==> src/rtl/rlbp_pkg.sv <==
// Shared types and constants for the RLBP Wishbone command master.
// Holds the command record, FSM state encoding and RLBP register offsets.
package rlbp_pkg;

  localparam logic [31:0] RLBP_BASE = 32'h3000_0000;

  localparam logic [7:0] CE_D1      = 8'd32;
  localparam logic [7:0] CE_D2      = 8'd36;
  localparam logic [7:0] CE_D3      = 8'd40;
  localparam logic [7:0] GPIO_START = 8'd44;
  localparam logic [7:0] LA_START   = 8'd48;
  localparam logic [7:0] DATA_IN    = 8'd52;
  localparam logic [7:0] DATA_SEL   = 8'd54;
  localparam logic [7:0] D          = 8'd58;
  localparam logic [7:0] DATA_OUT   = 8'd62;

  typedef enum logic [1:0] {
    IDLE = 2'd0,
    REQ  = 2'd1,
    GAP  = 2'd2,
    RESP = 2'd3
  } state_t;

  typedef struct packed {
    logic        we;
    logic [7:0]  off;
    logic [3:0]  sel;
    logic [31:0] data;
  } rlbp_cmd_t;

  localparam int unsigned CMD_W = $bits(rlbp_cmd_t);

endpackage

==> src/rtl/rlbp_cmd_fifo.sv <==
// Synchronous command queue; head is read from the registered read pointer.
// DEPTH must be a power of two and at least 2.
module rlbp_cmd_fifo
  import rlbp_pkg::*;
#(
  parameter int unsigned DEPTH = 4
) (
  input  logic      clk,
  input  logic      rst,
  input  logic      push,
  input  rlbp_cmd_t push_data,
  input  logic      pop,
  output rlbp_cmd_t head,
  output logic      full,
  output logic      empty
);

  localparam int unsigned PTR_W = $clog2(DEPTH);
  localparam int unsigned CNT_W = PTR_W + 1;

  rlbp_cmd_t         mem_q [DEPTH];
  rlbp_cmd_t         mem_d [DEPTH];
  logic [PTR_W-1:0]  wr_ptr_q, wr_ptr_d;
  logic [PTR_W-1:0]  rd_ptr_q, rd_ptr_d;
  logic [CNT_W-1:0]  count_q, count_d;
  logic              push_en;
  logic              pop_en;

  // Push is refused while full even if a pop happens in the same cycle.
  assign full    = (count_q == CNT_W'(DEPTH));
  assign empty   = (count_q == '0);
  assign push_en = push && !full;
  assign pop_en  = pop && !empty;
  assign head    = mem_q[rd_ptr_q];

  always_comb begin
    mem_d    = mem_q;
    wr_ptr_d = wr_ptr_q;
    rd_ptr_d = rd_ptr_q;
    count_d  = count_q + CNT_W'(push_en) - CNT_W'(pop_en);
    if (push_en) begin
      mem_d[wr_ptr_q] = push_data;
      wr_ptr_d        = wr_ptr_q + PTR_W'(1);
    end
    if (pop_en) begin
      rd_ptr_d = rd_ptr_q + PTR_W'(1);
    end
  end

  always_ff @(posedge clk) begin
    if (rst) begin
      wr_ptr_q <= '0;
      rd_ptr_q <= '0;
      count_q  <= '0;
    end else begin
      wr_ptr_q <= wr_ptr_d;
      rd_ptr_q <= rd_ptr_d;
      count_q  <= count_d;
    end
  end

  // Storage needs no reset: occupancy is tracked by the pointers.
  always_ff @(posedge clk) begin
    mem_q <= mem_d;
  end

endmodule

==> src/rtl/rlbp_wb_cmd_master.sv <==
// Wishbone classic initiator issuing queued register commands into the RLBP
// window and returning read data or a timeout error via a valid/ready port.
module rlbp_wb_cmd_master
  import rlbp_pkg::*;
#(
  parameter logic [31:0] ADDR_BASE  = RLBP_BASE,
  parameter int unsigned TIMEOUT    = 255,
  parameter int unsigned FIFO_DEPTH = 4
) (
  input  logic        clk,
  input  logic        rst,
  input  logic        cmd_valid,
  output logic        cmd_ready,
  input  logic        cmd_we,
  input  logic [7:0]  cmd_off,
  input  logic [3:0]  cmd_sel,
  input  logic [31:0] cmd_data,
  output logic        rsp_valid,
  input  logic        rsp_ready,
  output logic [31:0] rsp_data,
  output logic        rsp_err,
  output logic        busy,
  output logic        wbm_cyc_o,
  output logic        wbm_stb_o,
  output logic        wbm_we_o,
  output logic [3:0]  wbm_sel_o,
  output logic [31:0] wbm_adr_o,
  output logic [31:0] wbm_dat_o,
  input  logic        wbm_ack_i,
  input  logic [31:0] wbm_dat_i
);

  localparam int unsigned      CNT_W    = $clog2(TIMEOUT + 1);
  localparam logic [CNT_W-1:0] CNT_LAST = CNT_W'(TIMEOUT - 1);
  localparam logic [CNT_W-1:0] CNT_MAX  = CNT_W'(TIMEOUT);

  state_t            state_q, state_d;
  logic [CNT_W-1:0]  cnt_q, cnt_d;
  logic              cyc_q, cyc_d;
  logic              stb_q, stb_d;
  logic              we_q, we_d;
  logic [3:0]        sel_q, sel_d;
  logic [31:0]       adr_q, adr_d;
  logic [31:0]       dat_q, dat_d;
  logic              rsp_valid_q, rsp_valid_d;
  logic [31:0]       rsp_data_q, rsp_data_d;
  logic              rsp_err_q, rsp_err_d;

  rlbp_cmd_t         push_cmd;
  rlbp_cmd_t         head;
  logic              fifo_full;
  logic              fifo_empty;
  logic              pop;

  assign push_cmd = '{we: cmd_we, off: cmd_off, sel: cmd_sel, data: cmd_data};

  rlbp_cmd_fifo #(
    .DEPTH (FIFO_DEPTH)
  ) u_fifo (
    .clk       (clk),
    .rst       (rst),
    .push      (cmd_valid),
    .push_data (push_cmd),
    .pop       (pop),
    .head      (head),
    .full      (fifo_full),
    .empty     (fifo_empty)
  );

  assign cmd_ready = !fifo_full;
  assign busy      = !fifo_empty || (state_q != IDLE);

  assign wbm_cyc_o = cyc_q;
  assign wbm_stb_o = stb_q;
  assign wbm_we_o  = we_q;
  assign wbm_sel_o = sel_q;
  assign wbm_adr_o = adr_q;
  assign wbm_dat_o = dat_q;
  assign rsp_valid = rsp_valid_q;
  assign rsp_data  = rsp_data_q;
  assign rsp_err   = rsp_err_q;

  // Next-state and registered-output logic.
  always_comb begin
    state_d     = state_q;
    cnt_d       = cnt_q;
    cyc_d       = cyc_q;
    stb_d       = stb_q;
    we_d        = we_q;
    sel_d       = sel_q;
    adr_d       = adr_q;
    dat_d       = dat_q;
    rsp_valid_d = rsp_valid_q;
    rsp_data_d  = rsp_data_q;
    rsp_err_d   = rsp_err_q;
    pop         = 1'b0;

    unique case (state_q)
      IDLE: begin
        if (!fifo_empty) begin
          pop     = 1'b1;
          adr_d   = {ADDR_BASE[31:8], head.off};
          we_d    = head.we;
          sel_d   = head.sel;
          dat_d   = head.data;
          cyc_d   = 1'b1;
          stb_d   = 1'b1;
          cnt_d   = '0;
          state_d = REQ;
        end
      end
      REQ: begin
        cnt_d = (cnt_q == CNT_MAX) ? cnt_q : cnt_q + CNT_W'(1);
        // Ack takes priority over a coincident timeout.
        if (wbm_ack_i) begin
          rsp_data_d = we_q ? 32'h0 : wbm_dat_i;
          rsp_err_d  = 1'b0;
          cyc_d      = 1'b0;
          stb_d      = 1'b0;
          state_d    = GAP;
        end else if (cnt_q == CNT_LAST) begin
          rsp_data_d = 32'h0;
          rsp_err_d  = 1'b1;
          cyc_d      = 1'b0;
          stb_d      = 1'b0;
          state_d    = GAP;
        end
      end
      GAP: begin
        // One dead cycle swallows the slave's trailing ack.
        rsp_valid_d = 1'b1;
        state_d     = RESP;
      end
      RESP: begin
        if (rsp_ready) begin
          rsp_valid_d = 1'b0;
          state_d     = IDLE;
        end
      end
      default: state_d = IDLE;
    endcase
  end

  always_ff @(posedge clk) begin
    if (rst) begin
      state_q     <= IDLE;
      cnt_q       <= '0;
      cyc_q       <= 1'b0;
      stb_q       <= 1'b0;
      we_q        <= 1'b0;
      sel_q       <= '0;
      adr_q       <= '0;
      dat_q       <= '0;
      rsp_valid_q <= 1'b0;
      rsp_data_q  <= '0;
      rsp_err_q   <= 1'b0;
    end else begin
      state_q     <= state_d;
      cnt_q       <= cnt_d;
      cyc_q       <= cyc_d;
      stb_q       <= stb_d;
      we_q        <= we_d;
      sel_q       <= sel_d;
      adr_q       <= adr_d;
      dat_q       <= dat_d;
      rsp_valid_q <= rsp_valid_d;
      rsp_data_q  <= rsp_data_d;
      rsp_err_q   <= rsp_err_d;
    end
  end

endmodule

==> config.mk <==
export PLATFORM = sky130hd
export DESIGN_NAME = rlbp_wb_cmd_master
export DESIGN_NICKNAME = d
export VERILOG_FILES = /design/src/rtl/rlbp_pkg.sv /design/src/rtl/rlbp_cmd_fifo.sv /design/src/rtl/rlbp_wb_cmd_master.sv
export SDC_FILE = /design/constraint.sdc
export NUM_CORES = 1
export LEC_CHECK = 0
export BUFFER_PORTS_ARGS = -buffer_cell sky130_fd_sc_hd__buf_4
export CORE_UTILIZATION = 62
export CTS_BUF_LIST = sky130_fd_sc_hd__clkbuf_4 sky130_fd_sc_hd__clkbuf_8
export CTS_CLUSTER_SIZE = 30
export DETAILED_ROUTE_END_ITERATION = 12
export PLACE_DENSITY = 0.94
export SLEW_MARGIN = 20
export SYNTH_ARGS = -nofsm -noshare
export SYNTH_HDL_FRONTEND = slang
export SYNTH_SLANG_ARGS = --single-unit
==> constraint.sdc <==
create_clock -name clk -period 3.98 [get_ports clk]
set_clock_uncertainty 0.1 [all_clocks]
set_input_delay 0.199 -clock clk [delete_from_list [all_inputs] [get_ports clk]]
set_output_delay 0.199 -clock clk [all_outputs]
set_load 0.005 [all_outputs]
==> results of run 1 <==
[metal layers]
| layer | global-route usage | up-vias | share of wire | wire length (µm) |
|---|---|---|---|---|
| li1 | - | 2958 | - | - |
| met1 | 0.386 | 3342 | 0.36 | 9300 |
| met2 | 0.515 | 508 | 0.50 | 13100 |
| met3 | 0.0640 | 94 | 0.098 | 2570 |
| met4 | 0.148 | 0 | 0.044 | 1150 |
| met5 | 0 | - | 0 | 0 |
[flip-flops by register name, summed over array words and instances, names as in the netlist]
register,cells
u_fifo.count_q,3
u_fifo.wr_ptr_q,2
u_fifo.mem_q,180
cnt_q,8
wbm_dat_o,32
rsp_err,1
wbm_stb_o,1
u_fifo.rd_ptr_q,2
rsp_valid,1
wbm_sel_o,4
wbm_we_o,1
state_q,2
wbm_adr_o,9
rsp_data,32
[logic make-up (layout without fill, tap and decap cells)]
kind of cell / count (synthesis) / count (layout) / synth area share
AOI/OAI and AO/OA: 105 / 105 / 0.0675
and+or+nand+nor: 140 / 140 / 0.0607
other: 1 / 22 / 0.000362
adders and majority gates: 14 / 14 / 0.0177
xor gates and xnor gates: 5 / 5 / 0.00423
buffers and inverters: 73 / 345 / 0.0370
muxes: 48 / 48 / 0.101
DFF: 278 / 278 / 0.712
[area by class of cell]
class / instances / area (µm²) / share of cell area
Tap cell: 216 / 270 / 0.0202
Sequential cell: 278 / 7370 / 0.551
Clock buffer: 65 / 801 / 0.0598
Multi-Input combinational cell: 334 / 2700 / 0.201
Inverter: 15 / 57.6 / 0.00430
Clock inverter: 14 / 98.8 / 0.00738
Timing Repair Buffer: 251 / 2090 / 0.156
[worst paths after layout]
kind	start	to	cells after the start
setup / recovery	u_fifo.count_q[1]$_SDFF_PP0_	u_fifo.mem_q[78]$_DFFE_PP_	4
hold / removal	rst	u_fifo.rd_ptr_q[0]$_SDFFE_PP0P_	2
setup reg to reg	u_fifo.count_q[1]$_SDFF_PP0_	u_fifo.mem_q[78]$_DFFE_PP_	4
hold reg to reg	wbm_dat_o[8]$_SDFFE_PP0P_	wbm_dat_o[8]$_SDFFE_PP0P_	2
[cells in the final DEF (no fill, tap or decap), types with 2 or more instances in the layout]
cell type	n
dfxtp_1	96
ha_1	13
dlygate4sd3_1	79
mux2i_1	3
conb_1	22
clkinv_1	3
edfxtp_1	180
xnor2_1	4
inv_1	13
nor2_1	10
clkinv_2	9
nor2b_1	4
clkbuf_4	15
nand3_1	4
mux4_2	45
nor3_1	3
or4_1	5
o21ai_0	6
o211a_1	2
a22o_1	32
and2_4	3
o31ai_1	4
inv_6	2
buf_4	171
a21oi_1	55
nand2_1	102
clkbuf_8	50
[synthesized netlist by cell type (5+ instances only)]
cell      instances
a21oi_1          56
a22o_1           32
buf_2             8
buf_4            26
clkbuf_1         23
dfxtp_1          98
edfxtp_1        180
ha_1             13
inv_1            13
mux4_2           45
nand2_1         102
nor2_1           10
o21ai_0           6
or4_1             5
[stage by stage]
stage | setup slack, ns | instances | total power [W] | util
3_3_place_gp | 1.59 | 1014 | 0.00596 | 0.725
3_5_place_dp | 1.47 | 1015 | 0.00610 | 0.726
4_1_cts | 1.45 | 1173 | 0.00864 | 0.831
5_1_grt | 1.38 | 1173 | 0.00909 | 0.831
2_1_floorplan | 1.51 | 685 | 0.00521 | -
6_report | 1.46 | 1173 | 0.00875 | 0.831
[power by group]
part	total, W	switching [W]	internal [W]
combinational	0.00226	0.00119	0.00107
sequential	0.00396	0.000387	0.00358
clock	0.00253	0.00117	0.00136
[worst max-delay path, delay by kind of cell (launching register included)]
family / cells / cell delay [ns]
buffers and inverters: 1 / 0.46
and+or+nand+nor: 2 / 0.70
DFF: 1 / 0.49
AOI/OAI and AO/OA: 1 / 0.40
==> metrics.md, run 1 <==
| Metric | Value |
|---|---|
| # clock sinks | ~280 |
| Final Hold Vio Count | 0 |
| Via Count | around 6900 |
| RSZ-0062 raised after global routing | no |
| ANT cells | 0 |
| Layout area overhead | 29.4% |
| Post-CTS Setup Bufs | 0 |
| Final slew viol count | 0 |
| Grt ovf | 0 |
| Residual DRC | 0 |
| Gpl congestion | around 0.78 |
| Final wirelength | around 26 mm |
| Routed vias/inst | just under 6 |
| Highest net fanout along the worst path | 27 |
| Chip Width | 131 µm |
| Worst EP arrival | ~2.6 ns |
| 1st-pass router iterations | 5 |
| PwrDens | approximately 650 nW/µm² |
| Die H | ~130 µm |
| Synth Cell Area | 10300 µm² |
| Layout cells sized above 1 | 0.324 |
| Sequential fraction of the synthesis area | 0.712 |
| Leak | ~5.1 nW |
| Status | completed |
| Syn Inst Count | around 660 |
| Kind of critical path | reg2reg |
| Slew HR | 0.369 |
| Die ar. | ~17000 µm² |
| Ports | ~190 |
| Startpoint Class | flip-flop |
| Clock slew seen by the registers of the worst setup and hold paths | 0.06 ns |
| Min Hold Slack | 0.115 ns |
| Worst-margin pin slew | between 0.9 and 1 ns |
| Final worst path period share | 0.633 |
| Largest cells by area after synthesis | edfxtp_1 (52%), dfxtp_1 (19%), mux4_2 (9.8%), nand2_1 (3.7%), a21oi_1 (2.7%) |
| Slowest-stage cell, CP | and2_2 |
| HP Class | in2reg |
| CORE AREA | around 16000 µm² |
| Clk_lat worst skew | 0.56 ns |
| Max-cap viol count | 0 |
| # port buffers | between 150 and 200 |
| Number of synthesized flops with an enable pin | 180 |
| Hold buffer count at cts | 79 |
| Setup total negative slack | 0 ns |
| DRT antenna net count | 0 |
| Initial Utilization | 0.642 |
| Seq cells post-synth | 278 |
| CP Cell Sequence | nor2_1 -> a21boi_2 -> and2_2 -> buf_4 |
| Final-layout fill cell count | a little over 700 |
| Initial antenna violation count | 0 |
| Synth top area share | 0.522 |
| CTS Buffer Depth | 3 |
| First-pass GRT wire length | around 40 mm |
| Number of distinct library cells after synthesis | 40 |
| Vias in the first global route | slightly above 7000 |
| CTS Buf Count | 43 |
| DP HPWL | between 10 and 15 mm |
| Drt wl/cell | ~22 µm |
| Final instance area | approximately 13000 µm² |
| Post-Place Cell Area | between 10000 and 15000 µm² |
| Peak VDD IR | 0.514 mV |
| Async S/R FF share, synth | 0 |
| H-tree lvl count | 2 |
| Final setup viols | 0 |
| Ys flop type | edfxtp_1 |
| Largest area contributor in the netlist | edfxtp_1 |
| CTS tree | done |
| Initial drt markers | around 500 |
| Resized Gates After CTS | 0 |
| Mean post-synth cell area | between 15 and 20 µm² |
| Req. time, crit path | approximately 4 ns |
| YS warnings | 0 |
| R2R setup slack | ~1.5 ns |
| Clock root buffer master | clkbuf_8 |
| GRT Total Usage | 0.308 |
| Fmax achieved | approximately 0.40 GHz |
| Crit-path max cell delay | between 0.5 and 0.6 ns |
| Row cnt | 46 |
| Worst setup EP type | flip-flop |
| NumNets Final | roughly 1000 |
| Minimum clock period | approximately 2.5 ns |
| Largest net degree at the start of global routing | 63 |
No activity file was read; power rests on OpenSTA's default activity.
==> run 2, diff against run 1 <==
CORE_UTILIZATION = 52   (was 62)
PLACE_DENSITY = 0.84   (was 0.94)
clock period = 2.3 ns   (was 3.98 ns; I/O delays follow)
==> run 2 against run 1 <==
Non-clock buffer count rose by 14; largest power group unchanged; core utilization fell by 13 points; via count fell by 5.9%; combinational power rose by 77%.
==> metrics.md, run 2 (synthesized netlist as in run 1, its figures left out) <==
| Metric | Value |
|---|---|
| Status | completed |
| Crit. path cell count | 10 (+6) |
| HP Class | in2reg |
| GRT Total Usage | 0.225 (-0.0835) |
| Final-layout fill cell count | 1245 (+76%) |
| # clock sinks | 278 (unchanged) |
| FF-to-FF Start | state_q[0]$_SDFFE_PP0P_ |
| CTS tree | done |
| Final setup margin | 0.162 ns (-1.30 ns) |
| PwrDens | 1080 nW/µm² (+66%) |
| Worst setup EP type | flip-flop |
| DP HPWL | 13.2 mm (-3.3%) |
| RSZ-0062 raised after global routing | no |
| Routed vias/inst | 5.25 (-11%) |
| Layout area overhead | 31.3% |
| Leak | 5.13 nW (+1.3%) |
| Gpl congestion | 0.818 (+5.5%) |
| Worst reg2reg endpoint | u_fifo.count_q[2]$_SDFF_PP0_ |
| First-pass GRT wire length | 34.3 mm (-14%) |
| Register-to-Register Path Depth | 10 (+6) |
| Crit. Startpoint | state_q[0]$_SDFFE_PP0P_ |
| Final wirelength | 22.5 mm (-14%) |
| Ports | 189 (unchanged) |
| Clock slew seen by the registers of the worst setup and hold paths | 0.06 ns (about the same) |
| Top reg by flops | u_fifo.mem_q |
| Worst path top cell family by delay | adder cells |
| Peak VDD IR | 0.795 mV (+55%) |
| Req. time, crit path | 2.61 ns (-1.47 ns) |
| Row cnt | 51 (+11%) |
| DRT met1 WL | 8.59 mm (-7.7%) |
| CP bufs+invs | 3 (+2) |
| CORE AREA | 19500 µm² (+21%) |
| Met2 wire length | 11.8 mm (-9.6%) |
| Max-cap viol count | 0 (unchanged) |
| Minimum clock period | 2.14 ns (-0.380 ns) |
| CTS Buffer Depth | 3 (unchanged) |
| Die ar. | 20500 µm² (+19%) |
| Clock root buffer master | clkbuf_8 |
| Power Total | 0.0147 W (+68%) |
| DRT antenna net count | 0 (unchanged) |
| Grt ovf | 0 (unchanged) |
| # port buffers | 166 (unchanged) |
| Max FFs per register | 180 (unchanged) |
| Slowest-stage cell, CP | fa_1 |
| Clk_lat worst skew | 0.56 ns (about the same) |
| WL met3 | 1.74 mm (-32%) |
| Final setup viols | 0 (unchanged) |
| Initial antenna violation count | 2 (+2) |
| CTS Buf Count | 43 (unchanged) |
| Core Util, Final | 0.698 (-0.132) |
| CP Cell Sequence | inv_1 -> ha_2 -> o31ai_4 -> inv_2 -> ha_1 -> inv_1 -> ha_1 -> fa_1 -> xnor2_1 -> nor2_1 |
| Post-Place Cell Area | 11900 µm² (+1.9%) |
| Die H | 143 µm (+9.1%) |
| Via Count | 6494 (-5.9%) |
| R2R setup slack | 0.16 ns (-1.30 ns) |
| Final instance area | 13600 µm² (+1.5%) |
| Slew HR | 0.614 (+0.245) |
| NumNets Final | 1033 (+1.4%) |
| Chip Width | 143 µm (+9.1%) |
| Post-CTS Setup Bufs | 0 (unchanged) |
| Vias in the first global route | 6561 (-7.3%) |
| Highest net fanout along the worst path | 4 (-85%) |
| Residual DRC | 0 (unchanged) |
| Worst EP arrival | 2.45 ns (-0.17 ns) |
| Final slew viol count | 0 (unchanged) |
| Final worst path period share | 0.929 (+0.297) |
| Setup total negative slack | 0 ns (unchanged) |
| Layout cells sized above 1 | 0.332 (+0.00769) |
| H-tree lvl count | 2 (unchanged) |
| Final Hold Vio Count | 0 (unchanged) |
| Startpoint Class | flip-flop |
| Commonest non-fill, non-tap cell in the layout | edfxtp_1 |
| Fmax achieved | 0.468 GHz (+18%) |
| Initial drt markers | 364 (-28%) |
| Most frequent cells in the layout | edfxtp_1 (180), buf_4 (179), nand2_1 (102) |
| Crit-path max cell delay | 0.38 ns (-0.20 ns) |
| 1st-pass router iterations | 5 (unchanged) |
| Crit path capture | u_fifo.count_q[2]$_SDFF_PP0_ |
| Pre-CTS setup slack | 0.167 ns (-1.31 ns) |
| Top routing layer in use | met4 |
| Kind of critical path | reg2reg |
| Worst-margin pin slew | 0.579 ns (-0.367 ns) |
| Drt wl/cell | 18.2 µm (-18%) |
| Initial Utilization | 0.532 (-0.110) |
| Largest net degree at the start of global routing | 51 (-19%) |
==> run 2: cell count changes in the layout (fill, tap and decap cells not counted), sizes merged <==
cell / change
clkinvlp: +1
diode: +2
clkinv: +7
clkbuf: -8
buf: +13
dlygate4sd3: +1
==> run 2: cell type report <==
cell class                 instances  area (µm²)  area share
antenna                            2        5.00    0.000368
clock buffer                      57         728      0.0536
clock inverter                    22         138      0.0101
inverter                          15        57.6     0.00423
multi-input combinational        334        2700       0.198
sequential                       278        7370       0.542
tap                              265         332      0.0244
timing repair buffer             265        2260       0.167
==> run 2: repair_timing <==
item                                    4_1_cts  5_1_grt
resized for setup                             0        0
hold buffers                                 80        0
hold endpoints to repair                    237        0
endpoints found under the setup margin        0        0
==> run 2: power by group <==
| group | internal [W] | switching (W) | total [W] |
|---|---|---|---|
| clock | 0.00220 | 0.00188 | 0.00408 |
| combinational | 0.00192 | 0.00207 | 0.00399 |
| sequential | 0.00618 | 0.000447 | 0.00663 |
==> run 2: worst min-delay path by stage <==
stage	from	to	slack, ns	cells past startpoint
CTS	cmd_valid	u_fifo.wr_ptr_q[0]$_SDFFE_PP0P_	0.002	4
detailed placement	cmd_data[20]	u_fifo.mem_q[65]$_DFFE_PP_	0.22	1
finish	cmd_valid	u_fifo.wr_ptr_q[0]$_SDFFE_PP0P_	0.03	4
global placement	cmd_data[20]	u_fifo.mem_q[65]$_DFFE_PP_	0.22	1
global route	cmd_valid	u_fifo.wr_ptr_q[0]$_SDFFE_PP0P_	0.06	4
floorplan	cmd_data[0]	u_fifo.mem_q[0]$_DFFE_PP_	0.11	0
==> run 2: worst min-delay path, delay by kind of cell <==
kind                      cells  cell delay (ns)
AOI/OAI and AO/OA             1             0.20
and+or+nand+nor               1             0.04
xor gates and xnor gates      1             0.15
buffers and inverters         1             0.11
==> run 2: metrics by stage <==
step,std cells,hold slack (ns)
floorplan,685,0.114
global placement,1077,0.217
detailed placement,1077,0.219
CTS,1236,0.00191
global route,1238,0.0640
finish,1238,0.0318
==> run 2: routing by layer <==
metal / vias up / GRT usage
li1: 2996 / -
met2: 274 / 0.410
met4: 0 / 0.0690
met5: - / 0
met1: 3186 / 0.260
met3: 38 / 0.0547
